[config.mk]
export PLATFORM = sky130hd
export DESIGN_NAME = game_state_param
export DESIGN_NICKNAME = d
export VERILOG_FILES = /design/src/rtl/game_pkg.sv /design/src/rtl/game_state_param_score_counter.sv /design/src/rtl/game_state_param.sv
export SDC_FILE = /design/constraint.sdc
export NUM_CORES = 1
export LEC_CHECK = 0
export ABC_AREA = 1
export CAP_MARGIN = 20
export CORE_UTILIZATION = 49
export CTS_BUF_LIST = sky130_fd_sc_hd__clkbuf_16
export CTS_CLUSTER_DIAMETER = 150
export DETAILED_ROUTE_END_ITERATION = 10
export GPL_TIMING_DRIVEN = 0
export PLACE_DENSITY = 0.78
export SKIP_LAST_GASP = 1
export SYNTH_ARGS = -nofsm -noshare
export SYNTH_HDL_FRONTEND = slang
export SYNTH_HIERARCHICAL = 1
export SYNTH_SLANG_ARGS = --single-unit
[constraint.sdc]
create_clock -name clk -period 2.9 [get_ports clk]
set_clock_uncertainty 0.15 [all_clocks]
set_input_delay 0.435 -clock clk [delete_from_list [all_inputs] [get_ports clk]]
set_output_delay 0.435 -clock clk [all_outputs]
set_load 0.01 [all_outputs]
[src/rtl/game_pkg.sv]
// Shared types for the game-state block: control modes, winner encoding and FSM states.
package game_pkg;

    typedef enum logic [1:0] {
        CTRL_UP1   = 2'b00,
        CTRL_UPBIG = 2'b01,
        CTRL_DN1   = 2'b10,
        CTRL_DNBIG = 2'b11
    } ctrl_mode_t;

    localparam logic [1:0] WHO_NONE  = 2'b00;
    localparam logic [1:0] WHO_WIN   = 2'b10;
    localparam logic [1:0] WHO_LOSE  = 2'b01;

    typedef enum logic [1:0] {
        ST_IDLE = 2'b00,
        ST_PLAY = 2'b01,
        ST_OVER = 2'b10
    } game_state_t;

endpackage

[src/rtl/game_state_param_score_counter.sv]
// Saturating hit tally; flags the increment that will land exactly on the target.
module score_counter #(
    parameter int SCORE_SIZE = 4,
    parameter int TARGET     = 15
) (
    input  logic                  clk,
    input  logic                  reset,
    input  logic                  i_clear,
    input  logic                  i_inc,
    output logic [SCORE_SIZE-1:0] o_score,
    output logic                  o_reachNext
);

    localparam logic [SCORE_SIZE-1:0] TGT    = SCORE_SIZE'(TARGET);
    localparam logic [SCORE_SIZE-1:0] TGT_M1 = SCORE_SIZE'(TARGET - 1);
    localparam logic [SCORE_SIZE-1:0] ONE    = SCORE_SIZE'(1);

    logic [SCORE_SIZE-1:0] r_score;

    always_ff @(posedge clk or posedge reset) begin
        if (reset) begin
            r_score <= '0;
        end else if (i_clear) begin
            r_score <= '0;
        end else if (i_inc && (r_score != TGT)) begin
            r_score <= r_score + ONE;
        end
    end

    // Lets the parent end the game on the same edge the score lands on the target.
    assign o_reachNext = i_inc && (r_score == TGT_M1);
    assign o_score     = r_score;

endmodule

[src/rtl/game_state_param.sv]
// Up/down play counter with win/loss hit detection, saturating tallies and an IDLE/PLAY/OVER FSM.
module game_state_param
    import game_pkg::*;
#(
    parameter int COUNTER_SIZE = 4,
    parameter int SCORE_SIZE   = 4,
    parameter int WIN_TARGET   = 15,
    parameter int STEP_BIG     = 2
) (
    input  logic                    clk,
    input  logic                    reset,
    input  logic [1:0]              control,
    input  logic                    en,
    input  logic [COUNTER_SIZE-1:0] i_value,
    input  logic                    INIT,
    output logic [COUNTER_SIZE-1:0] count,
    output logic                    win,
    output logic                    los,
    output logic [SCORE_SIZE-1:0]   win_score,
    output logic [SCORE_SIZE-1:0]   los_score,
    output logic [1:0]              who,
    output logic                    gameover
);

    localparam logic [COUNTER_SIZE-1:0] STEP_ONE = COUNTER_SIZE'(1);
    localparam logic [COUNTER_SIZE-1:0] STEP_B   = COUNTER_SIZE'(STEP_BIG);

    game_state_t             r_state;
    logic [COUNTER_SIZE-1:0] r_count;
    logic                    r_win;
    logic                    r_los;
    logic [1:0]              r_who;
    logic                    r_gameover;

    logic [COUNTER_SIZE-1:0] w_step;
    logic [COUNTER_SIZE-1:0] w_nextCount;
    logic                    w_counting;
    logic                    w_winHit;
    logic                    w_losHit;
    logic                    w_winReach;
    logic                    w_losReach;

    always_comb begin
        w_step      = STEP_ONE;
        w_nextCount = r_count;
        case (ctrl_mode_t'(control))
            CTRL_UP1:   begin w_step = STEP_ONE; w_nextCount = r_count + STEP_ONE; end
            CTRL_UPBIG: begin w_step = STEP_B;   w_nextCount = r_count + STEP_B;   end
            CTRL_DN1:   begin w_step = STEP_ONE; w_nextCount = r_count - STEP_ONE; end
            CTRL_DNBIG: begin w_step = STEP_B;   w_nextCount = r_count - STEP_B;   end
            default:    begin w_step = STEP_ONE; w_nextCount = r_count;            end
        endcase
    end

    // INIT outranks counting, so a load of all-ones/all-zeros never scores.
    assign w_counting = (r_state == ST_PLAY) && en && !INIT;
    assign w_winHit   = w_counting && (w_nextCount == '1);
    assign w_losHit   = w_counting && (w_nextCount == '0);

    score_counter #(
        .SCORE_SIZE (SCORE_SIZE),
        .TARGET     (WIN_TARGET)
    ) u_winScore (
        .clk         (clk),
        .reset       (reset),
        .i_clear     (INIT),
        .i_inc       (w_winHit),
        .o_score     (win_score),
        .o_reachNext (w_winReach)
    );

    score_counter #(
        .SCORE_SIZE (SCORE_SIZE),
        .TARGET     (WIN_TARGET)
    ) u_losScore (
        .clk         (clk),
        .reset       (reset),
        .i_clear     (INIT),
        .i_inc       (w_losHit),
        .o_score     (los_score),
        .o_reachNext (w_losReach)
    );

    always_ff @(posedge clk or posedge reset) begin
        if (reset) begin
            r_state    <= ST_IDLE;
            r_count    <= '0;
            r_win      <= 1'b0;
            r_los      <= 1'b0;
            r_who      <= WHO_NONE;
            r_gameover <= 1'b0;
        end else if (INIT) begin
            r_state    <= ST_PLAY;
            r_count    <= i_value;
            r_win      <= 1'b0;
            r_los      <= 1'b0;
            r_who      <= WHO_NONE;
            r_gameover <= 1'b0;
        end else begin
            r_win <= w_winHit;
            r_los <= w_losHit;
            case (r_state)
                ST_PLAY: begin
                    if (en) begin
                        r_count <= w_nextCount;
                        if (w_winReach) begin
                            r_state    <= ST_OVER;
                            r_who      <= WHO_WIN;
                            r_gameover <= 1'b1;
                        end else if (w_losReach) begin
                            r_state    <= ST_OVER;
                            r_who      <= WHO_LOSE;
                            r_gameover <= 1'b1;
                        end
                    end
                end
                default: begin
                end
            endcase
        end
    end

    assign count    = r_count;
    assign win      = r_win;
    assign los      = r_los;
    assign who      = r_who;
    assign gameover = r_gameover;

endmodule

# ---- Yosys cells after proc, flatten, opt, wreduce, memory -nomap -nowiden
# Index checks and enable logic that the tools add are counted.
dict set report totals {
  ff_bits 19
  latch_bits 0
  ram_bits 0
  mem_bits_ro 0
  inputBits 10
  out_inout_bits 17
  elab_cells 66
  n_memories 0
}
dict set report op_classes {
  addsub 6
  multipliers 0
  div 0
  n_lt_le_gt_ge 0
  eq_ne 9
  shifts 0
  n_mux 25
  bitwise_logic 0
  reduce_logical 18
}
# cell n
set ops {}
lappend ops {{4-bit 2-to-1 mux} 7}
lappend ops {{2-bit 2-to-1 mux} 10}
lappend ops {{4-bit one-hot mux with 4 select lines} 1}
lappend ops {{4-bit by 1-bit adder with 4-bit output (second input constant)} 3}
lappend ops {{4-bit equality test (second input constant)} 3}
lappend ops {{1-bit logical AND} 8}
lappend ops {{4-bit != test (second input constant)} 2}
lappend ops {{2-bit nonzero test} 4}
lappend ops {{1-bit 2-to-1 mux} 7}
lappend ops {{4-bit by 2-bit adder with 4-bit output (second input constant)} 1}
lappend ops {{2-bit by 1-bit equality test with 1-bit output (second input constant)} 2}
lappend ops {{2-bit equality test (second input constant)} 2}
lappend ops {{4-bit zero test} 1}
lappend ops {{4-bit by 1-bit subtractor with 4-bit output (second input constant)} 1}
lappend ops {{4-bit by 2-bit subtractor with 4-bit output (second input constant)} 1}
lappend ops {{3-bit AND reduction} 1}
lappend ops {{3-bit nonzero test} 1}
lappend ops {{2-bit zero test} 1}
lappend ops {{2-bit AND reduction} 1}
lappend ops {{1-bit zero test} 1}

# ---- Longest topological paths before layout
dict set report logic_depth {
  depth_word 10
  mapped_depth 20
  mapped_depth_nobuf 20
}

# ---- Cells and area by module
# The synthesis kept the hierarchy.
# module n_inst cells_each area_each_um2 seq_area_each_um2
set modules_own_cells {}
lappend modules_own_cells {game_state_param 1 90 695.7 250.2}
lappend modules_own_cells {score_counter 2 34 250.2 100.1}

# ---- Worst setup path before layout
# OpenSTA, ideal clock, no wires.
dict set report synth_timing {
  path_kind {register to register}
  from {reg r_count[2] (netlist: count[2])}
  to {reg r_who[0] (netlist: who[0])}
  setup_time_ps 83
  arrival_time_ps 2194
  path_slack_ps 473
  stages_incl_launch_ff 13
  period_less_slack_ps 2427
  path_cell_list {dfrtp_1 -> inv_1 -> fa_1 -> or2_2 -> nand2_2 -> nand3_1 -> a21oi_1 -> nand2_1 -> nor2_1 -> nor3_1 -> nor2_1 -> inv_1 -> o21ai_0}
}
dict set report synth_via {
  elab_chain_len 9
}
# item line_no
set synth_rtl {}
lappend synth_rtl {{from (decl)} game_state_param.sv:29} ;# logic [COUNTER_SIZE-1:0] r_count;
lappend synth_rtl {{from (signal assigned)} game_state_param.sv:94} ;# r_count <= i_value;
lappend synth_rtl {{from (signal assigned)} game_state_param.sv:105} ;# r_count <= w_nextCount;
lappend synth_rtl {{4-bit by 2-bit subtractor with 4-bit output (tied with other cells)} game_state_param.sv:50} ;# CTRL_DNBIG: begin w_step = STEP_B; w_nextCount = r_count - STEP_B; end
lappend synth_rtl {{4-bit one-hot mux with 4 select lines (*)} game_state_param.sv:46} ;# case (ctrl_mode_t'(control))
lappend synth_rtl {{4-bit equality test (*)} game_state_param.sv:57} ;# assign w_winHit = w_counting && (w_nextCount == '1);
lappend synth_rtl {{1-bit logical AND (*)} game_state_param.sv:57}
lappend synth_rtl {{via w_winHit} game_state_param.sv:38} ;# logic w_winHit;
lappend synth_rtl {{1-bit logical AND (*)} game_state_param_score_counter.sv:31} ;# assign o_reachNext = i_inc && (r_score == TGT_M1);
lappend synth_rtl {{via w_winReach} game_state_param.sv:40} ;# logic w_winReach;
lappend synth_rtl {{2-bit 2-to-1 mux} game_state_param.sv:106} ;# if (w_winReach) begin
lappend synth_rtl {{2-bit 2-to-1 mux} game_state_param.sv:104} ;# if (en) begin
lappend synth_rtl {{2-bit 2-to-1 mux} game_state_param.sv:102} ;# case (r_state)
lappend synth_rtl {{2-bit 2-to-1 mux} game_state_param.sv:92} ;# end else if (INIT) begin
lappend synth_rtl {{to (signal assigned)} game_state_param.sv:90} ;# r_who <= WHO_NONE;
lappend synth_rtl {{to (signal assigned)} game_state_param.sv:97} ;# r_who <= WHO_NONE;
lappend synth_rtl {{to (signal assigned)} game_state_param.sv:108} ;# r_who <= WHO_WIN;
lappend synth_rtl {{to (decl)} game_state_param.sv:32} ;# logic [1:0] r_who;
# Mark *: on every way through the listed nets, which the timed path passes. The rest lies on a longest branch. The select of a mux whose other input is x is not followed.
# A chain may end at the register's enable or synchronous reset.

# ---- Final worst setup path
dict set report layout_timing {
  from {reg r_count[1] (netlist: count[1])}
  to {reg r_gameover (netlist: gameover)}
}
dict set report layout_via {
  elab_chain_len 9
}
# item line_no
set layout_rtl {}
lappend layout_rtl {{4-bit by 2-bit subtractor with 4-bit output (tied with other cells)} game_state_param.sv:50}
lappend layout_rtl {{4-bit one-hot mux with 4 select lines (*)} game_state_param.sv:46}
lappend layout_rtl {{4-bit equality test (*)} game_state_param.sv:57}
lappend layout_rtl {{1-bit logical AND (*)} game_state_param.sv:57}
lappend layout_rtl {{via w_winHit} game_state_param.sv:38}
lappend layout_rtl {{1-bit logical AND (*)} game_state_param_score_counter.sv:31}
lappend layout_rtl {{via w_winReach} game_state_param.sv:40}
lappend layout_rtl {{1-bit 2-to-1 mux} game_state_param.sv:106}
lappend layout_rtl {{1-bit 2-to-1 mux} game_state_param.sv:104}
lappend layout_rtl {{1-bit 2-to-1 mux} game_state_param.sv:102}
lappend layout_rtl {{1-bit 2-to-1 mux} game_state_param.sv:92}
lappend layout_rtl {{to (signal assigned)} game_state_param.sv:91} ;# r_gameover <= 1'b0;
lappend layout_rtl {{to (signal assigned)} game_state_param.sv:98} ;# r_gameover <= 1'b0;
lappend layout_rtl {{to (signal assigned)} game_state_param.sv:109} ;# r_gameover <= 1'b1;
lappend layout_rtl {{to (decl)} game_state_param.sv:33} ;# logic r_gameover;
# Marked as above.

==> impl_metrics.json <==
{
  "synth_edf_count": 0,
  "cp_max_fo": 4,
  "start_util_pct": 53.1,
  "path_clk_slew_ns": 0.05,
  "antenna_cells": 0,
  "period_share_pct": 91.3,
  "endpoint_kind": "register",
  "drc_errors": 0,
  "grt_max_degree": 12,
  "grt_usage_pct": 24.5,
  "hold_viol": 0,
  "insertion_delay_ns": 0.25,
  "netlist-cell-type-count": 25,
  "postSynth.asyncResetShare_pct": 100,
  "synth.top_cell.area_share_pct": 37.7,
  "clock_path_buffers": 2,
  "irDropWorstVdd_mv": 0.499,
  "yosysSeqAreaShare_pct": 37.7,
  "row_count": 17,
  "register_area_um2": 450,
  "setup_viol": 0,
  "required_ns": 2.88,
  "antenna_found_initial": 0,
  "ios": 27,
  "synth.most_common_cell": "nand2_1",
  "vias": 1154,
  "p_leak_nw": 0.790,
  "tns_ns": 0,
  "finalWeightedCongestion": 0.764,
  "routed_wl_um": 2780,
  "cp.arrival_ns": 2.63,
  "ys_warn_count": 6,
  "syn_area_um2": 1200,
  "maxSlewViolCount": 0,
  "p_total_w": 0.000785,
  "reg2reg_depth": 15,
  "root_buffer": "clkbuf_16",
  "synthFlopType": "dfrtp_1",
  "synth_area_per_cell_um2": 7.57,
  "finalCriticalPeriod_ns": 2.65,
  "postRouteAntennaNets": 0,
  "io_buffer_count": 26,
  "fp.dieW_um": 51.4,
  "hold_path_class": "primary input to async pin",
  "core_um2": 2250,
  "vias_per_cell": 5.34,
  "fill_cells": 201,
  "netlist_top_cells_count": "nand2_1 (42), inv_1 (23), dfrtp_1 (18)",
  "syn_inst": 158,
  "area_growth_pct": 31.0,
  "nets": 205,
  "synth_nets": 174,
  "status": "completed",
  "firstDrtPassIters": 4,
  "cts_setup_buffers": 0,
  "clock.fmax_mhz": 378,
  "dieHeight_um": 51.4,
  "tritoncts": "yes",
  "dp_hpwl_um": 2130,
  "grt_pass1_vias": 1097,
  "max_cap_violations": 0,
  "grt_pass1_wl_um": 4840,
  "powerDensity_nw_per_um2": 501,
  "start_kind": "register",
  "slew_headroom_pct": 71.4,
  "worstMarginPinSlew_ns": 0.428,
  "synthTopCellsByArea": "dfrtp_1 (38%), nand2_1 (13%), inv_1 (7.2%)",
  "drt_iter0_markers": 40,
  "wire_per_inst_um": 12.9,
  "ys_seq_elements": 18,
  "cts_made_buffers": 3,
  "htree_levels": 1,
  "grt_overflow": 0,
  "multiInputGateArea_um2": 646,
  "cts_sinks": 18,
  "critPathKind": "register to register",
  "die-area_um2": 2640,
  "drive_above_1_share_pct": 13.3,
  "yosys.area.top_type": "dfrtp_1"
}
[where the power goes]
group	internal (W)	leakage (nW)	switching [W]
Clock	0.000183	0.0385	0.0000921
Sequential	0.000271	0.238	0.0000175
Combinational	0.0000943	0.513	0.000127
[area by class of cell]
| cell class | count | area share, % |
|---|---|---|
| Inverter | 27 | 6.79 |
| Tap cell | 28 | 2.24 |
| Timing Repair Buffer | 26 | 16.0 |
| Multi-Input combinational cell | 113 | 41.2 |
| Clock buffer | 3 | 4.79 |
| Sequential cell | 18 | 28.8 |
| Clock inverter | 1 | 0.240 |
[worst paths after layout]
check	from	endpoint	slack [ns]
worst max-delay path	count[1]$_DFFE_PP0P_	gameover$_DFFE_PP0P_	0.25
worst min-delay path	reset	u_winScore/o_score[1]$_DFFE_PP0P_	0.28
worst max register to register	count[1]$_DFFE_PP0P_	gameover$_DFFE_PP0P_	0.25
worst min register to register	who[1]$_DFFE_PP0P_	who[1]$_DFFE_PP0P_	0.36
max in group asynchronous	reset	count[3]$_DFFE_PP0P_	1.90
min in group clk	who[1]$_DFFE_PP0P_	who[1]$_DFFE_PP0P_	0.36
[cell families after synthesis]
kind of cell | count (synthesis) | share of synthesized area, %
flip-flops | 18 | 37.7
XOR/XNOR | 7 | 5.13
adder cells (fa/ha/maj) | 6 | 6.90
AO/OA/AOI/OAI | 14 | 6.69
buffers and inverters | 27 | 8.89
AND/OR/NAND/NOR | 86 | 34.7
[registers in the layout (all words and copies together), names as in the netlist]
name,cells
u_losScore/o_score,4
r_state,1
los,1
gameover,1
count,4
win,1
u_winScore/o_score,4
who,2
[per-layer routing]
layer | global-route usage [%] | up-vias | share of wire, %
met5 | 0 | - | 0
met2 | 40.5 | 31 | 51
met1 | 33.0 | 557 | 44
met4 | 8.11 | 0 | 1.1
met3 | 2.68 | 4 | 3.3
li1 | - | 562 | -
[layout by cell type, fill, tap and decap left out, types with 3 or more instances in the layout]
master	n
nand2_1	42
clkdlybuf4s50_1	24
inv_1	23
dfrtp_1	18
nor2_1	12
nand3_1	11
o21ai_0	7
nand2_2	5
xor2_1	5
ha_1	5
nand3_2	4
nand4_1	4
nand2_4	3
clkbuf_16	3
[stage by stage]
| stage | hold WS [ns] | worst slack (ns) | utilization, % | instance area, µm² | cells |
|---|---|---|---|---|---|
| 2_1_floorplan | 0.0511 | 0.473 | - | 1200 | 158 |
| 3_3_place_gp | 0.337 | -0.379 | 66.1 | 1490 | 212 |
| 3_5_place_dp | 0.346 | -0.473 | 66.1 | 1490 | 212 |
| 4_1_cts | 0.292 | 0.0466 | 69.5 | 1570 | 216 |
| 5_1_grt | 0.321 | -0.0233 | 69.5 | 1570 | 216 |
| 6_report | 0.282 | 0.251 | 69.5 | 1570 | 216 |
[what timing repair did]
action / 4_1_cts / 5_1_grt
resized for setup: 2 / 6
endpoints found under the hold margin: 0 / 0
hold buffers: 0 / 0
pin swaps: 0 / 0
setup endpoints to repair: 4 / 4
[worst max-delay path: stages, from the launching register on]
cell and delay, ns:
dfrtp_1 0.41, inv_1 0.14, nand2_1 0.11, nand2_1 0.09, inv_2 0.04, ha_1 0.26, o21ai_0 0.29, nor2_1 0.09
nand3_1 0.13, a21oi_2 0.06, nand2_1 0.08, nor2_2 0.05, nor3_1 0.33, nor2_1 0.13, inv_1 0.08, o21ai_0 0.08
(Power assumes the default switching activity.)
